===== src/rtl/car_l2_pkg.sv =====
// Shared constants and Gray-code helpers for the L2 clock-domain-crossing ports.
package car_l2_pkg;

  localparam int unsigned DefLogDepth   = 3;
  localparam int unsigned DefSyncStages = 2;

  function automatic logic [31:0] bin2gray(input logic [31:0] bin);
    return bin ^ (bin >> 1);
  endfunction

  function automatic logic [31:0] gray2bin(input logic [31:0] gray);
    logic [31:0] bin;
    bin[31] = gray[31];
    for (int i = 30; i >= 0; i--) begin
      bin[i] = bin[i+1] ^ gray[i];
    end
    return bin;
  endfunction

endpackage


===== src/rtl/l2_cdc_sync.sv =====
// Multi-flop synchronizer for a Gray-coded pointer; latency Stages cycles, no backpressure.
module l2_cdc_sync #(
  parameter int unsigned Width  = 1,
  parameter int unsigned Stages = 2
) (
  input  logic             clk,
  input  logic             rst_n,
  input  logic [Width-1:0] din,
  output logic [Width-1:0] dout
);

  logic [Width-1:0] stage_q [Stages];

  always_ff @(posedge clk) begin
    if (!rst_n) begin
      for (int i = 0; i < Stages; i++) stage_q[i] <= '0;
    end else begin
      stage_q[0] <= din;
      for (int i = 1; i < Stages; i++) stage_q[i] <= stage_q[i-1];
    end
  end

  assign dout = stage_q[Stages-1];

endmodule


===== src/rtl/l2_async_src_port.sv =====
// Source half of a request/response async FIFO pair; pointers update 1 cycle after handshake,
// req_ready drops only on full and rsp_valid only on empty. Checker gated by CAR_L2_CDC_PROTO_CHK_EN.
module l2_async_src_port
  import car_l2_pkg::*;
#(
  parameter int unsigned LogDepth   = DefLogDepth,
  parameter int unsigned ReqWidth   = 64,
  parameter int unsigned RspWidth   = 64,
  parameter int unsigned SyncStages = DefSyncStages
) (
  input  logic                              clk_i,
  input  logic                              rst_ni,
  input  logic [ReqWidth-1:0]               req_data_i,
  input  logic                              req_valid_i,
  output logic                              req_ready_o,
  output logic [(2**LogDepth)*ReqWidth-1:0] async_req_data_o,
  output logic [LogDepth:0]                 async_req_wptr_o,
  input  logic [LogDepth:0]                 async_req_rptr_i,
  input  logic [(2**LogDepth)*RspWidth-1:0] async_rsp_data_i,
  input  logic [LogDepth:0]                 async_rsp_wptr_i,
  output logic [LogDepth:0]                 async_rsp_rptr_o,
  output logic [RspWidth-1:0]               rsp_data_o,
  output logic                              rsp_valid_o,
  input  logic                              rsp_ready_i,
  output logic                              err_o
);

  localparam int unsigned PtrW  = LogDepth + 1;
  localparam int unsigned Depth = 2 ** LogDepth;
  // Full when the Gray pointers differ in exactly their two MSBs.
  localparam logic [PtrW-1:0] FullMask = PtrW'(3) << (LogDepth - 1);

  logic [PtrW-1:0] wbin, wgray, wbin_nxt, rptr_sync;
  logic [PtrW-1:0] rbin, rgray, rbin_nxt, wptr_sync;
  logic [Depth-1:0][ReqWidth-1:0] req_slots;
  logic [Depth-1:0][RspWidth-1:0] rsp_slots;
  logic push, pop;

  l2_cdc_sync #(.Width(PtrW), .Stages(SyncStages)) u_rptr_sync (
    .clk(clk_i), .rst_n(rst_ni), .din(async_req_rptr_i), .dout(rptr_sync)
  );

  l2_cdc_sync #(.Width(PtrW), .Stages(SyncStages)) u_wptr_sync (
    .clk(clk_i), .rst_n(rst_ni), .din(async_rsp_wptr_i), .dout(wptr_sync)
  );

  assign req_ready_o      = (wgray ^ rptr_sync) != FullMask;
  assign push             = req_valid_i && req_ready_o;
  assign wbin_nxt         = wbin + PtrW'(1);
  assign async_req_data_o = req_slots;
  assign async_req_wptr_o = wgray;

  always_ff @(posedge clk_i) begin
    if (!rst_ni) begin
      wbin      <= '0;
      wgray     <= '0;
      req_slots <= '0;
    end else if (push) begin
      req_slots[wbin[LogDepth-1:0]] <= req_data_i;
      wbin                          <= wbin_nxt;
      wgray                         <= PtrW'(bin2gray(32'(wbin_nxt)));
    end
  end

  assign rsp_slots        = async_rsp_data_i;
  assign rsp_data_o       = rsp_slots[rbin[LogDepth-1:0]];
  assign rsp_valid_o      = rgray != wptr_sync;
  assign pop              = rsp_valid_o && rsp_ready_i;
  assign rbin_nxt         = rbin + PtrW'(1);
  assign async_rsp_rptr_o = rgray;

  always_ff @(posedge clk_i) begin
    if (!rst_ni) begin
      rbin  <= '0;
      rgray <= '0;
    end else if (pop) begin
      rbin  <= rbin_nxt;
      rgray <= PtrW'(bin2gray(32'(rbin_nxt)));
    end
  end

`ifdef CAR_L2_CDC_PROTO_CHK_EN
  // A stalled request must hold both valid and payload until accepted.
  logic                stall_q;
  logic [ReqWidth-1:0] data_q;
  logic                err_q;

  always_ff @(posedge clk_i) begin
    if (!rst_ni) begin
      stall_q <= 1'b0;
      data_q  <= '0;
      err_q   <= 1'b0;
    end else begin
      stall_q <= req_valid_i && !req_ready_o;
      data_q  <= req_data_i;
      if (stall_q && (!req_valid_i || (req_data_i != data_q))) err_q <= 1'b1;
    end
  end

  assign err_o = err_q;
`else
  assign err_o = 1'b0;
`endif

endmodule


===== config.mk =====
export PLATFORM = sky130hd
export DESIGN_NAME = l2_async_src_port
export DESIGN_NICKNAME = d
export VERILOG_FILES = /design/src/rtl/car_l2_pkg.sv /design/src/rtl/l2_cdc_sync.sv /design/src/rtl/l2_async_src_port.sv
export SDC_FILE = /design/constraint.sdc
export NUM_CORES = 1
export LEC_CHECK = 0
export CORE_AREA = 2 2 452 454
export DETAILED_ROUTE_END_ITERATION = 12
export DIE_AREA = 0 0 454 456
export PLACE_DENSITY = 0.39
export SLEW_MARGIN = 10
export SYNTH_ARGS = -nofsm -noshare
export SYNTH_HDL_FRONTEND = slang
export SYNTH_SLANG_ARGS = --single-unit

===== constraint.sdc =====
create_clock -name clk_i -period 3.83 [get_ports clk_i]
set_input_delay 0.383 -clock clk_i [delete_from_list [all_inputs] [get_ports clk_i]]
set_output_delay 0.383 -clock clk_i [all_outputs]
set_load 0.05 [all_outputs]

==> metrics.cfg, run 1 <==
[pwr]
leakage_nw=14.10
p_clk_share_pct=39.6
irDropWorstVdd_mv=0.3082
cellPowerDensity_mw_per_mm2=421.6
p_seq_share_pct=34.6
power_switching_w=0.005660
combPwrFrac_pct=25.8
switching_share_pct=33.10
p_int_w=0.01144

[die]
fp.coreArea_mm2=0.2017
core.rowCount=165
io_pins=1175
die_area_mm2=0.2070
chipWidth_um=454
start_util_pct=11.57
die_y_um=456

[finish]
areaGrowthSynthToFinish_pct=73.86
fin_nets=3797
drive_above_1_share_pct=12.21
fillers=22030
fin_area_mm2=0.04056

[clock_tree]
numCtsBuffers=71
cts_tree=built
htree_levels=3
clockBufferDepth=3
clock-sinks=542
root_buffer=clkbuf_16
clk_latency_ns=0.68
clkTransAtPathRegs_ns=0.06

[logic_synthesis]
syn_inst=2088
ys_seq_area_share_pct=46.51
synth.avg_cell_area_um2=11.17
synth_cell_types=35
mappedNetlistArea_mm2=0.02333
syn_nets=2678
yosys_warnings=0
ys_seq_elements=542

[critical_path]
cp_cell_sequence=buf_4, mux4_2, mux2_2, clkdlybuf4s50_1
cp_max_fo=12
reg2regPathDepth=5
crit_type=flip-flop to primary output
worstSetupStartpointType=flip-flop
critPathCaptureType=primary output
cp_data_arrival_time_ns=3.32
required_ns=3.45
critPathMaxStageDelay_ns=0.81
cp_slowest_cell=clkdlybuf4s50_1

[global_route]
grt_max_degree=110
gr-total-overflow=0
grt_usage_pct=16.51
grt_pass1_vias=21640
grt_pass1_wl_um=223800
antenna_found_initial=104

[detailed_routing]
postRouteAntennaNets=0
via_count=21060
vias_per_cell=3.533
firstDrtPassIters=5
detail_route.wl_per_cell_um=29.64
drc=0
drt_iter0_markers=1007
wl_um=176700

[timing]
fmax_ghz=0.2701
finalSetupTns_ns=0
fin_skew_ns=0.03369
final.min_clock_period_ns=3.702
slew_headroom_pct=33.94
finalCritPeriodShare_pct=96.67
slew_viol_final=0
finalSetupViolCount=0
grt_setup_unrepaired=no
hold_violations=0
tightest_slew_ns=0.9878

[place]
gp_congestion=1.119
dp_hpwl_um=143800
place_area_mm2=0.03811
port_buffers=1173

[status]
status=complete, no violations

[run]
drv_cap=0

[worst_hold_path]
hp-class=input port to flip-flop
whs_path_depth=3

[state kept, by name, summed over array words and instances (netlist names)]
| signal | count |
|---|---|
| u_wptr_sync.stage_q | 8 |
| async_req_data_o | 512 |
| rbin | 4 |
| async_req_wptr_o | 3 |
| async_rsp_rptr_o | 3 |
| wbin | 4 |
| u_rptr_sync.stage_q | 8 |
[layout by cell type, fill, tap and decap left out, types with 3 or more instances in the layout]
cell type / instances
nand3_1: 9
clkbuf_8: 12
a21oi_1: 5
dfxtp_4: 3
o21ai_0: 6
nand2_1: 584
clkinv_2: 12
diode_2: 30
inv_1: 5
xnor2_1: 10
clkinv_4: 4
dfxtp_1: 539
buf_4: 50
or3_1: 3
clkbuf_1: 14
clkinv_16: 5
mux2_2: 64
nor3_2: 3
buf_12: 33
clkdlybuf4s50_1: 1129
xor2_1: 8
clkbuf_16: 71
and2_1: 16
mux2i_1: 513
mux4_2: 128
[power by group through the flow]
| stage | Sequential, W | Clock [W] | Combinational, W |
|---|---|---|---|
| 6_report | 0.00592 | 0.00678 | 0.00441 |
| 5_1_grt | 0.00593 | 0.00729 | 0.00456 |
| 4_1_cts | 0.00592 | 0.00709 | 0.00455 |
| 3_5_place_dp | 0.00605 | 0 | 0.00450 |
| 3_3_place_gp | 0.00605 | 0 | 0.00451 |
| 2_1_floorplan | 0.00642 | 0 | 0.00178 |
[synth_stat cells (all sizes together)]
cell	count	area share, %
nor3	3	0.064
a21oi	5	0.11
xnor2	10	0.38
nor4b	1	0.038
nor4	2	0.054
clkinv	1	0.016
and3	2	0.054
mux2	64	3.1
nand3	9	0.19
conb	1	0.016
dfxtp	542	47
nor2	2	0.032
a41o	2	0.086
or3	3	0.080
or4b	2	0.12
o41ai	2	0.075
nand4	2	0.054
nand2b	1	0.027
and2	16	0.43
mux2i	513	22
o31ai	2	0.064
nand2	584	9.4
ha	2	0.11
inv	5	0.080
mux4	128	12
o21ai	6	0.13
buf	73	2.6
xor2	8	0.30
a21boi	1	0.032
clkbuf	96	1.5
[path summary, 6_finish.rpt]
check	startpoint	slack [ns]	end
worst min-delay path	rst_ni	0.19	async_req_data_o[3]$_SDFFE_PN0P_
worst min register to register	u_rptr_sync.stage_q[0][2]$_SDFF_PN0_	0.43	u_rptr_sync.stage_q[0][6]$_SDFF_PN0_
worst max register to register	wbin[3]$_SDFFE_PN0P_	0.93	async_req_data_o[373]$_SDFFE_PN0P_
worst max-delay path	rbin[0]$_SDFFE_PN0P_	0.13	rsp_data_o[20]
[critical path: cells and delay by family (launching register included)]
family,cells,cell delay (ns)
buffers and inverters,2,1.16
DFF,1,0.62
muxes,2,0.81
[through the flow]
step | utilization [%] | power (W) | setup WS [ns] | instances | hold slack (ns)
floorplan | - | 0.008205 | 1.408 | 2088 | 0.4119
global placement | 18.90 | 0.01056 | 0.4120 | 5805 | 0.4198
detailed placement | 18.90 | 0.01055 | 0.4495 | 5805 | 0.4234
CTS | 20.07 | 0.01755 | 0.01924 | 5931 | 0.1734
global route | 20.10 | 0.01777 | 0.04702 | 5953 | 0.1925
finish | 20.11 | 0.01710 | 0.1275 | 5961 | 0.1904
[kinds of logic after synthesis]
logic type,count (synthesis),synth area share [%]
muxes,705,37.46
and+or+nand+nor,627,10.54
DFF,542,46.51
buffers and inverters,175,4.205
AOI/OAI and AO/OA,18,0.4934
xor gates and xnor gates,18,0.6757
adders and majority gates,2,0.1072
other,1,0.01607
[metal layers]
| metal | wire length, µm | track usage [%] |
|---|---|---|
| met5 | 169 | 0 |
| met1 | 50070 | 13.29 |
| met2 | 105300 | 34.64 |
| met3 | 9793 | 4.050 |
| met4 | 11390 | 9.527 |
[final cells by class]
type                            count  area (µm²)  area share [%]
Clock inverter                     28       361.6          0.8915
Antenna cell                       30       75.07          0.1851
Timing Repair Buffer             1215       12370           30.50
Tap cell                         2672        3343           8.243
Multi-Input combinational cell   1371       11530           28.43
Inverter                            6       22.52         0.05553
Sequential cell                   542       10860           26.78
Clock buffer                       97        1994           4.917
[repair_timing]
item | 4_1_cts | 5_1_grt
resized for setup | 2 | 0
hold buffers | 0 | 0
setup endpoints to repair | 17 | 0
setup buffers | 1 | 0
No activity file was read; power rests on OpenSTA's default activity.
==> run 2: changes to the inputs <==
--- a/config.mk
+++ b/config.mk
@@ -5,9 +5,10 @@
 export SDC_FILE = /design/constraint.sdc
 export NUM_CORES = 1
 export LEC_CHECK = 0
-export CORE_AREA = 2 2 452 454
+export CAP_MARGIN = 20
+export CORE_AREA = 2 2 453 455
 export DETAILED_ROUTE_END_ITERATION = 12
-export DIE_AREA = 0 0 454 456
+export DIE_AREA = 0 0 455 457
 export PLACE_DENSITY = 0.39
 export SLEW_MARGIN = 10
 export SYNTH_ARGS = -nofsm -noshare
==> run 2 against run 1 <==
Effect of this change:
- worst setup slack improved by 0.031 ns
- utilization decreased by 0.14 points
- largest cell class unchanged
- combinational power about the same
- design area increased by 0.11%
==> metrics.cfg, run 2 (same netlist as run 1, synthesis figures left out) <==
[critical_path]
critPathMaxStageDelay_ns=0.70  ; -0.11 ns
required_ns=3.45  ; about the same
cp_cell_sequence=buf_12, mux4_2, mux2_2, clkdlybuf4s50_1
critPathCaptureType=primary output
cp_max_fo=28  ; +16
crit_type=flip-flop to primary output
cp_data_arrival_time_ns=3.29  ; -0.03 ns
cp_slowest_cell=clkdlybuf4s50_1
worstSetupStartpointType=flip-flop

[timing]
finalSetupTns_ns=0  ; unchanged
finalCritPeriodShare_pct=95.86  ; -0.81 points
whs_ns=0.1864  ; -0.003980 ns
grt_setup_unrepaired=no
hold_violations=0  ; unchanged
final.min_clock_period_ns=3.671  ; -0.03100 ns
slew_headroom_pct=38.53  ; +4.6 points
fmax_ghz=0.2724  ; +0.84%
fin_skew_ns=0.04376  ; +0.01007 ns
slew_viol_final=0  ; unchanged
finalSetupViolCount=0  ; unchanged
tightest_slew_ns=0.9220  ; -0.06582 ns

[detailed_routing]
vias_per_cell=3.536  ; about the same
detail_route.wl_per_cell_um=30.71  ; +3.6%
firstDrtPassIters=5  ; unchanged
wl_um=184500  ; +4.4%
drt_iter0_markers=1073  ; +6.6%
postRouteAntennaNets=0  ; unchanged
via_count=21250  ; +0.89%
drc=0  ; unchanged

[die]
die_area_mm2=0.2079  ; +0.44%
fp.coreArea_mm2=0.2033  ; +0.81%
chipWidth_um=455  ; +0.22%
io_pins=1175  ; unchanged
start_util_pct=11.47  ; -0.093 points
die_y_um=457  ; +0.22%
core.rowCount=166  ; +0.61%

[clock_tree]
htree_levels=3  ; unchanged
root_buffer=clkbuf_16
cts_hold_buffers=0  ; unchanged
clockBufferDepth=3  ; unchanged
cts_tree=built
clock-sinks=542  ; unchanged
numCtsBuffers=72  ; +1.4%
clkTransAtPathRegs_ns=0.06  ; about the same
clk_latency_ns=0.66  ; -0.02 ns

[place]
place_inst=5823  ; +0.31%
port_buffers=1173  ; unchanged
dp_hpwl_um=151500  ; +5.4%
gp_congestion=1.077  ; -3.8%

[pwr]
leakage_nw=14.09  ; about the same
cellPowerDensity_mw_per_mm2=421.9  ; about the same
irDropWorstVdd_mv=0.3097  ; +0.46%

[finish]
drive_above_1_share_pct=12.21  ; about the same
fillers=22270  ; +1.1%
fin_cells=6008  ; +0.79%
regArea_mm2=0.01086  ; unchanged
layout_commonest_cell=clkdlybuf4s50_1
layout_common_cells=1,128 x clkdlybuf4s50_1, 584 x nand2_1, 539 x dfxtp_1
multiInputGateArea_mm2=0.01154  ; about the same
largest_reg_flops=512  ; unchanged
areaGrowthSynthToFinish_pct=74.04
fin_nets=3801  ; +0.11%

[worst_hold_path]
hp-class=input port to flip-flop

[status]
status=complete, no violations

[global_route]
grt_pass1_vias=21700  ; +0.29%
grt_max_degree=107  ; -2.7%
grt_usage_pct=17.13  ; +0.62 points
antenna_found_initial=117  ; +13%
gr-total-overflow=0  ; unchanged
grt_pass1_wl_um=231300  ; +3.3%

[run]
drv_cap=0  ; unchanged

-- run 2: repair_timing --
| action | 4_1_cts | 5_1_grt |
|---|---|---|
| gates resized for setup | 4 | 0 |
| endpoints found under the setup margin | 19 | 0 |
| setup buffers | 1 | 0 |
-- run 2: area by class of cell --
type,count,share of cell area [%]
clock buffers,96,4.933
multi-input cells,1371,28.42
flip-flops and latches,542,26.75
clock inverters,27,0.8073
inverters,6,0.05547
well taps,2688,8.283
diodes,60,0.3698
repair buffers,1218,30.38
-- run 2: final timing paths --
path	from	end	slack [ns]	cells past startpoint
worst min register to register	u_wptr_sync.stage_q[0][0]$_SDFF_PN0_	u_wptr_sync.stage_q[0][4]$_SDFF_PN0_	0.43	1
worst max-delay path	rbin[0]$_SDFFE_PN0P_	rsp_data_o[40]	0.16	4
worst min-delay path	rst_ni	async_req_data_o[279]$_SDFFE_PN0P_	0.19	3
worst max register to register	wbin[3]$_SDFFE_PN0P_	async_req_data_o[359]$_SDFFE_PN0P_	1.01	5
-- run 2: report_power, final --
part / switching [W] / internal, W / total (W)
clock: 0.00284 / 0.00397 / 0.00682
sequential: 0.000122 / 0.00578 / 0.00591
combinational: 0.00264 / 0.00177 / 0.00441
-- run 2: metrics by stage --
step                power [W]  cell area (µm²)  setup WS (ns)  util [%]
CTS                   0.01755            40450        0.01092     19.89
floorplan            0.008205            23330          1.408         -
global placement      0.01055            38110         0.2232     18.74
global route          0.01774            40570        0.03953     19.95
finish                0.01713            40600         0.1585     19.97
detailed placement    0.01054            38110         0.2653     18.74
-- run 2: critical path: cells and delay by family, from the launching register on --
kind	cells	cell delay [ns]
flip-flops	1	0.60
buffers and inverters	2	1.05
multiplexers	2	0.95
-- run 2: per-layer routing --
| metal | wire, µm | vias to the layer above | track usage (%) |
|---|---|---|---|
| li1 | - | 9558 | - |
| met2 | 105500 | 953 | 34.69 |
| met4 | 13480 | 40 | 11.25 |
| met3 | 12750 | 400 | 5.096 |
| met5 | 267 | - | 0 |
| met1 | 52490 | 10300 | 13.74 |
